**src/rtl/cpu_pkg.sv**
```systemverilog
// Shared constants for the CPU front end: default widths, reset vector and
// the all-zero bubble encoding inserted into the pipeline.
package cpu_pkg;
    localparam int unsigned DEF_DATA_WIDTH = 32;
    localparam int unsigned DEF_ADDR_WIDTH = 10;
    localparam int unsigned DEF_RESET_PC   = 0;
    localparam logic [DEF_DATA_WIDTH-1:0] NOP_INSTR = '0;
endpackage

```
**src/rtl/ifid_register.sv**
```systemverilog
// IF/ID pipeline register: bubble load beats hold, hold beats a normal load.
// Bubbles still record the PC they replace so decode sees a coherent address.
module ifid_register
    import cpu_pkg::*;
#(
    parameter int unsigned           DATA_WIDTH = DEF_DATA_WIDTH,
    parameter int unsigned           ADDR_WIDTH = DEF_ADDR_WIDTH,
    parameter logic [ADDR_WIDTH-1:0] RESET_PC   = ADDR_WIDTH'(DEF_RESET_PC)
) (
    input  logic                  clk,
    input  logic                  rst_n,
    input  logic                  i_bubble,
    input  logic                  i_hold,
    input  logic [DATA_WIDTH-1:0] i_instr,
    input  logic [ADDR_WIDTH-1:0] i_pc,
    output logic [DATA_WIDTH-1:0] o_instr,
    output logic [ADDR_WIDTH-1:0] o_pc,
    output logic [ADDR_WIDTH-1:0] o_pc_plus1,
    output logic                  o_valid
);
    logic [DATA_WIDTH-1:0] r_instr;
    logic [ADDR_WIDTH-1:0] r_pc;
    logic [ADDR_WIDTH-1:0] r_pc_plus1;
    logic                  r_valid;

    always_ff @(posedge clk) begin
        if (!rst_n) begin
            r_instr    <= DATA_WIDTH'(NOP_INSTR);
            r_pc       <= RESET_PC;
            r_pc_plus1 <= RESET_PC + ADDR_WIDTH'(1);
            r_valid    <= 1'b0;
        end else if (i_bubble) begin
            r_instr    <= DATA_WIDTH'(NOP_INSTR);
            r_pc       <= i_pc;
            r_pc_plus1 <= i_pc + ADDR_WIDTH'(1);
            r_valid    <= 1'b0;
        end else if (!i_hold) begin
            r_instr    <= i_instr;
            r_pc       <= i_pc;
            r_pc_plus1 <= i_pc + ADDR_WIDTH'(1);
            r_valid    <= 1'b1;
        end
    end

    assign o_instr    = r_instr;
    assign o_pc       = r_pc;
    assign o_pc_plus1 = r_pc_plus1;
    assign o_valid    = r_valid;
endmodule

```
**src/rtl/instruction_fetch.sv**
```systemverilog
// Fetch stage: owns the PC, drives the synchronous instruction memory with
// pc_next so that imem_data always corresponds to pc_q after each edge.
module instruction_fetch
    import cpu_pkg::*;
#(
    parameter int unsigned           DATA_WIDTH = DEF_DATA_WIDTH,
    parameter int unsigned           ADDR_WIDTH = DEF_ADDR_WIDTH,
    parameter logic [ADDR_WIDTH-1:0] RESET_PC   = ADDR_WIDTH'(DEF_RESET_PC)
) (
    input  logic                  clk,
    input  logic                  rst_n,
    input  logic                  stall,
    input  logic                  flush,
    input  logic                  redirect,
    input  logic [ADDR_WIDTH-1:0] redirect_target,
    output logic [ADDR_WIDTH-1:0] imem_address,
    input  logic [DATA_WIDTH-1:0] imem_data,
    output logic [DATA_WIDTH-1:0] ifid_instr,
    output logic [ADDR_WIDTH-1:0] ifid_pc,
    output logic [ADDR_WIDTH-1:0] ifid_pc_plus1,
    output logic                  ifid_valid,
    output logic [31:0]           fetch_count
);
    logic [ADDR_WIDTH-1:0] r_pc;
    logic                  r_fvalid;
    logic [31:0]           r_fetch_count;
    logic [ADDR_WIDTH-1:0] w_pc_next;
    logic                  w_bubble;
    logic                  w_load;

    always_comb begin
        w_pc_next = r_pc;
        if (!rst_n)
            w_pc_next = RESET_PC;
        else if (redirect)
            w_pc_next = redirect_target;
        else if (stall || !r_fvalid)
            w_pc_next = r_pc;
        else
            w_pc_next = r_pc + ADDR_WIDTH'(1);
    end

    // Memory latches the same address the PC takes: no alignment skew.
    assign imem_address = w_pc_next;

    // Untrusted data only bubbles when not stalled; a stall holds IF/ID instead.
    assign w_bubble = redirect | flush | (~stall & ~r_fvalid);
    assign w_load   = ~redirect & ~flush & ~stall & r_fvalid;

    always_ff @(posedge clk) begin
        if (!rst_n) begin
            r_pc          <= RESET_PC;
            r_fvalid      <= 1'b0;
            r_fetch_count <= '0;
        end else begin
            r_pc     <= w_pc_next;
            r_fvalid <= 1'b1;
            if (w_load)
                r_fetch_count <= r_fetch_count + 32'd1;
        end
    end

    assign fetch_count = r_fetch_count;

    ifid_register #(
        .DATA_WIDTH (DATA_WIDTH),
        .ADDR_WIDTH (ADDR_WIDTH),
        .RESET_PC   (RESET_PC)
    ) u_ifid (
        .clk        (clk),
        .rst_n      (rst_n),
        .i_bubble   (w_bubble),
        .i_hold     (stall),
        .i_instr    (imem_data),
        .i_pc       (r_pc),
        .o_instr    (ifid_instr),
        .o_pc       (ifid_pc),
        .o_pc_plus1 (ifid_pc_plus1),
        .o_valid    (ifid_valid)
    );
endmodule

```
**config.mk**
```make
export PLATFORM = sky130hd
export DESIGN_NAME = instruction_fetch
export DESIGN_NICKNAME = d
export VERILOG_FILES = /design/src/rtl/cpu_pkg.sv /design/src/rtl/ifid_register.sv /design/src/rtl/instruction_fetch.sv
export SDC_FILE = /design/constraint.sdc
export NUM_CORES = 1
export LEC_CHECK = 0
export CAP_MARGIN = 30
export CELL_PAD_IN_SITES_DETAIL_PLACEMENT = 0
export CELL_PAD_IN_SITES_GLOBAL_PLACEMENT = 1
export CORE_MARGIN = 3
export CORE_UTILIZATION = 30
export DETAILED_ROUTE_END_ITERATION = 10
export PLACE_DENSITY = 0.83
export SLEW_MARGIN = 20
export SYNTH_ARGS = -nofsm -noshare
export SYNTH_HDL_FRONTEND = slang
export SYNTH_SLANG_ARGS = --single-unit
```
**constraint.sdc**
```tcl
create_clock -name clk -period 1.7 [get_ports clk]
set_input_delay 0.17 -clock clk [delete_from_list [all_inputs] [get_ports clk]]
set_output_delay 0.17 -clock clk [all_outputs]
set_load 0.01 [all_outputs]
```
==> flow_summary.json <==
{
  "place_area_um2": 6290,
  "yosysWarnings": 0,
  "mostFrequentLayoutCells": "clkdlybuf4s50_1 (130), dfxtp_1 (88), buf_4 (61)",
  "die_x_um": 123,
  "grt_pass1_vias": 3942,
  "dr.pass1.iters": 4,
  "die-area_um2": 15100,
  "r2r_setup_slack_ns": -0.12,
  "drive_above_1_share_pct": 24.4,
  "min_path_type": "in2reg",
  "synth_area_um2": 4100,
  "grt_max_degree": 34,
  "worst_slack_ns": -0.203,
  "synth_cell_types": 34,
  "min_from": "stall",
  "finalSetupViolCount": 22,
  "grt_pass1_wl_um": 19600,
  "synthTopCellsByArea": "dfxtp_1 (47%), mux2i_1 (11%), nor2_1 (5.2%), a21oi_1 (4.8%), nand2_1 (3.8%)",
  "reg2reg_depth": 6,
  "hold_viol": 0,
  "ctsHoldBuffers": 0,
  "vias": 4052,
  "rows": 42,
  "p_per_area_nw_per_um2": 722,
  "yosysTopAreaCellShare_pct": 46.9,
  "crit_path_start_kind": "flip-flop",
  "synth_seq_cells": 96,
  "antenna_found_initial": 0,
  "post-synth-top-area-cell": "dfxtp_1",
  "nets": 709,
  "wl_per_cell_um": 14.7,
  "syn_avg_cell_area_um2": 8.97,
  "fin_util_pct": 52.2,
  "outcome": "complete, but fails checks",
  "antenna_cells": 0,
  "cp.required_ns": 1.53,
  "core_um2": 13300,
  "numCtsBuffers": 9,
  "wirelength_um": 12400,
  "arrival_ns": 1.73,
  "r2r-end": "fetch_count[22]$_SDFFE_PN0P_",
  "drtAntennaViolNets": 0,
  "vdd.ir_drop.worst_mv": 0.463,
  "finClkSkew_ns": 0.00666,
  "dp.cells": 814,
  "dpl.hpwl_um": 8880,
  "clk_pin_slew_ns": 0.07,
  "min_to": "r_pc[4]$_SDFF_PN0_",
  "cp-end-kind": "output port",
  "instances_no_fill": 841,
  "drtIter0Drc": 215,
  "fmax_mhz": 525,
  "r2r_start": "r_fvalid$_DFF_P_",
  "crit_path_max_incr_delay_ns": 0.36,
  "start_util_pct": 30.8,
  "mostFrequentLayoutCell": "clkdlybuf4s50_1",
  "cp_max_fo": 2,
  "fp.dieH_um": 123,
  "seq_area_frac_synth_pct": 46.9,
  "power.leakage_nw": 2.73,
  "routabilityCongestion": 0.802,
  "cap_violations": 0,
  "cts_tree": "done",
  "crit_type": "reg2out",
  "avgViaCountPerCell": 4.82,
  "maxSlewViolCount": 0,
  "root_buffer": "clkbuf_16",
  "tns_ns": -2.05,
  "ios": 142,
  "period_minus_slack_ns": 1.90,
  "worst_pin_slew_ns": 0.365,
  "slew_headroom_pct": 75.7,
  "synthToLayoutAreaGrowth_pct": 69.4,
  "clockBufferDepth": 2,
  "rsz0062_at_grt": "true",
  "fin_area_um2": 6950,
  "grtUsageTotal_pct": 16.5,
  "finalCritPeriodShare_pct": 112,
  "crit_chain": "ha_4 > nand3_4 > or3_4 > a311oi_2 > buf_2",
  "portBuffers": 141,
  "h-tree-depth": 3,
  "violations": "negative setup slack",
  "gr-total-overflow": 0,
  "drc": 0,
  "synth_nets": 506,
  "crit_slowest_cell": "dfxtp_2",
  "whs_path_depth": 4,
  "syn_inst": 457,
  "insertion_delay_ns": 0.35,
  "numClockSinks": 96
}
[final cells by class]
| cell class | count | area [um^2] |
|---|---|---|
| fillers | 1231 | 6350 |
| multi-input cells | 323 | 2370 |
| repair buffers | 221 | 2090 |
| flip-flops and latches | 96 | 1940 |
| clock buffers | 11 | 254 |
| well taps | 176 | 220 |
| clock inverters | 5 | 36.3 |
| inverters | 9 | 35.0 |
[Yosys cell counts]
cell / number
clkinv_1: 1
o21ai_0: 16
dfxtp_1: 96
nor2_1: 57
a311oi_1: 4
ha_1: 2
inv_1: 8
o31ai_1: 8
o311ai_2: 1
nor3_1: 5
nand3b_1: 1
buf_1: 2
nor4b_4: 1
buf_2: 3
nand4_2: 1
nand3_1: 13
and3_1: 1
nand4_1: 10
nor4_1: 7
xor2_1: 7
clkbuf_1: 24
a21oi_1: 39
mux2i_1: 45
nor4_2: 2
nand2b_1: 10
a211oi_1: 6
or3_1: 7
o211ai_1: 2
and4_1: 6
nand2_1: 42
or4_1: 8
o41ai_2: 1
and2_1: 5
xnor2_1: 16
[sequential cells by signal, summed over array words and instances, names as in the netlist]
| name | flops |
|---|---|
| fetch_count | 32 |
| r_fvalid | 1 |
| r_pc | 10 |
| u_ifid.o_instr | 32 |
| u_ifid.o_pc | 10 |
| u_ifid.o_pc_plus1 | 10 |
| u_ifid.o_valid | 1 |
[metal layers]
metal | vias to the layer above | track usage, % | wire [um]
met3 | 15 | 5.58 | 961
met5 | - | 0 | 0
met2 | 111 | 27.1 | 5970
met4 | 0 | 6.09 | 193
met1 | 1907 | 19.9 | 5280
li1 | 2019 | - | -
[critical path: cells and delay by family, from the launching register on]
family                   cells  cell delay [ns]
AO/OA/AOI/OAI                1             0.26
adder cells (fa/ha/maj)      1             0.16
buffers and inverters        1             0.18
flip-flops                   1             0.36
AND/OR/NAND/NOR              2             0.43
[worst max-delay path by stage]
| stage | from | endpoint | slack, ns |
|---|---|---|---|
| after global routing | r_pc[0]$_SDFF_PN0_ | imem_address[9] | -0.30 |
| after global placement | redirect | imem_address[1] | -0.41 |
| final | r_pc[1]$_SDFF_PN0_ | imem_address[4] | -0.20 |
| after floorplan | fetch_count[16]$_SDFFE_PN0P_ | fetch_count[25]$_SDFFE_PN0P_ | -0.06 |
| after detailed placement | redirect | imem_address[1] | -0.44 |
| after CTS | r_pc[0]$_SDFF_PN0_ | imem_address[4] | -0.23 |
[logic make-up after synthesis]
| family | count (synthesis) | synth area share, % |
|---|---|---|
| buffers and inverters | 38 | 3.57 |
| adder cells (fa/ha/maj) | 2 | 0.610 |
| AO/OA/AOI/OAI | 77 | 11.3 |
| multiplexers | 45 | 11.0 |
| AND/OR/NAND/NOR | 176 | 21.8 |
| XOR/XNOR | 23 | 4.91 |
| flip-flops | 96 | 46.9 |
[metrics by stage]
step / total power, mW / hold slack [ns] / setup slack (ns)
floorplan: 2.64 / 0.198 / -0.0624
global placement: 3.01 / 0.437 / -0.413
detailed placement: 3.02 / 0.447 / -0.441
CTS: 5.08 / 0.274 / -0.230
global route: 5.22 / 0.314 / -0.302
finish: 5.02 / 0.295 / -0.203
[report_power, final]
part / internal (mW) / switching (mW)
logic: 0.376 / 0.284
registers: 2.31 / 0.0413
clock network: 1.09 / 0.915
[what timing repair did]
| action | CTS | global route |
|---|---|---|
| resized for setup | 79 | 30 |
| cloned | 1 | 0 |
| buffers inserted | 8 | 3 |
| pin swaps | 30 | 21 |
| setup endpoints to repair | 23 | 31 |
(Power assumes the default switching activity.)
==> edit: new RTL, same settings <==
Set the package constant `DEF_DATA_WIDTH` to 64 (it was 32).
--- a/src/rtl/cpu_pkg.sv
+++ b/src/rtl/cpu_pkg.sv
@@ -2,5 +2,5 @@
 // the all-zero bubble encoding inserted into the pipeline.
 package cpu_pkg;
-    localparam int unsigned DEF_DATA_WIDTH = 32;
+    localparam int unsigned DEF_DATA_WIDTH = 64;
     localparam int unsigned DEF_ADDR_WIDTH = 10;
     localparam int unsigned DEF_RESET_PC   = 0;
Ports: changed (resized ifid_instr and imem_data); port bits go from 142 to 206. The function was not compared with the original's and may differ.
==> edit against the original RTL <==
- the flow still finishes with violations (setup timing)
- sequential power up 33%
- maximum frequency down 3.3%
- area after synthesis up 27%
- cell area up 35%
- sequential cell count up 32
- die area up 25%
- routed wire length up 33%
- worst setup slack worse by 0.065 ns
- clock power up 86%
- power up 54%
- sequential share of layout area down 0.51 points
- hold slack worse by 0.030 ns
- via count up 28%
- count of clock-buffer cells in the layout up 7
- critical path type unchanged
- critical endpoint unchanged
- highest routed layer unchanged
==> edit: results (changes against the original RTL) <==
| Metric | Value |
|---|---|
| Initial antenna violation count | `0 (unchanged)` |
| Status | `complete, but fails checks` |
| Yosys cell types | `33 (-2.9%)` |
| Drt wl/cell | `14.88 microns (+0.92%)` |
| Asr flop ratio synth | `0% (unchanged)` |
| Final worst setup slack | `-0.2684 ns (-0.06503 ns)` |
| Via density | `4.675 (-3.0%)` |
| Hpwl dp | `11.67 mm (+31%)` |
| Post-DP Area | `8235 sq um (+31%)` |
| Root buffer cell | `clkbuf_16` |
| DRT Pass-1 Iters | `4 (unchanged)` |
| Top cells by count, synth | `dfxtp_1 (128), nor2_1 (90), mux2i_1 (73)` |
| Dpl cells | `1,052 (+29%)` |
| Sequential area share after synthesis | `49.29% (+2.4 points)` |
| Syn Nets | `641 (+27%)` |
| Worst vdd rail ir drop | `0.0007452 V (+61%)` |
| IO Port Bufs | `205 (+45%)` |
| First-pass GRT wire length | `25.47 mm (+30%)` |
| Vias in the first global route | `5,038 (+28%)` |
| Final count of negative-setup-slack endpoints | `20 (-9.1%)` |
| Worst-Skew Late Latency | `0.41 ns (+0.06 ns)` |
| Final wirelength | `16.50 mm (+33%)` |
| Average size of a mapped cell | `9.283 sq um (+3.4%)` |
| Worst Max-Slew Pin Slew | `0.5989 ns (+0.2336 ns)` |
| TritonCTS Buffers | `17 (+8)` |
| Dpl ws | `-0.4671 ns (-0.02568 ns)` |
| Pin count of the biggest net entering global routing | `39 (+15%)` |
| Fill cells | `1,512 (+23%)` |
| GPL Wtd Cong | `0.7716 (-3.8%)` |
| Worst min path class | `in2reg` |
| All-layer global routing usage | `17.00% (+0.55 points)` |
| Crit path DAT | `1.80 ns (+0.07 ns)` |
| Setup TNS | `-1.951 ns (+0.09606 ns)` |
| Nets | `957 (+35%)` |
| Max H-tree Level | `4 (+1)` |
| DRT iter0 DRCs | `206 (-4.2%)` |
| Violated checks | `setup timing` |
| Synth area leaders | `dfxtp_1 (49%), mux2i_1 (14%), nor2_1 (6.5%), a21oi_1 (4.1%), nand2_1 (3.0%)` |
| Layout cells sized above 1 | `26.21% (+1.8 points)` |
| Skew final | `0.006061 ns (-0.0005992 ns)` |
| Static Leak | `3.743 nW (+37%)` |
| Max reg flops | `64` |
## edit: metal layers
layer	GRT usage, %	part of all wire, %	up-vias
met1	20.44	42	2445
met5	0	0	-
met3	5.661	6.0	16
met2	28.90	51	126
met4	4.823	1.2	0
li1	-	-	2598
## edit: critical path: stages (launching register included)
cell	delay (ns)
dfxtp_2	0.34
ha_2	0.18
nand3_2	0.10
or3_4	0.39
a311oi_2	0.21
buf_2	0.17
## edit: final timing paths
path	startpoint	endpoint	slack, ns	cells past startpoint
max	r_pc[1]	imem_address[4]	-0.27	5
min	stall	r_pc[3]	0.27	4
max reg2reg	fetch_count[29]	fetch_count[31]	-0.07	4
min reg2reg	u_ifid.o_pc[4]	u_ifid.o_pc[4]	0.45	2
## edit: what timing repair did
item | CTS | global route
endpoints found under the setup margin | 29 | 33
buffers inserted | 17 | 8
resized for setup | 76 | 52
gates cloned | 2 | 0
pin swaps | 32 | 37
## edit: where the power goes
group	internal (mW)	total (mW)	switching (mW)
clock	2.34	3.73	1.39
sequential	3.08	3.12	0.0443
combinational	0.526	0.889	0.362
total	5.94	7.74	1.80
## edit: layout make-up
class / instances / area [sq um] / area share (%)
clock buffers: 18 / 439.2 / 4.673
clock inverters: 14 / 165.2 / 1.757
inverters: 9 / 33.78 / 0.3594
multi-input cells: 388 / 2805 / 29.85
flip-flops and latches: 128 / 2576 / 27.41
well taps: 220 / 275.3 / 2.929
repair buffers: 332 / 3104 / 33.03
## edit: cell families after synthesis
group	count (synthesis)	synth area share (%)
AO/OA/AOI/OAI	85	9.627
XOR/XNOR	23	3.875
adder cells (fa/ha/maj)	2	0.4813
buffers and inverters	45	3.490
flip-flops	128	49.29
multiplexers	73	14.06
AND/OR/NAND/NOR	204	19.18
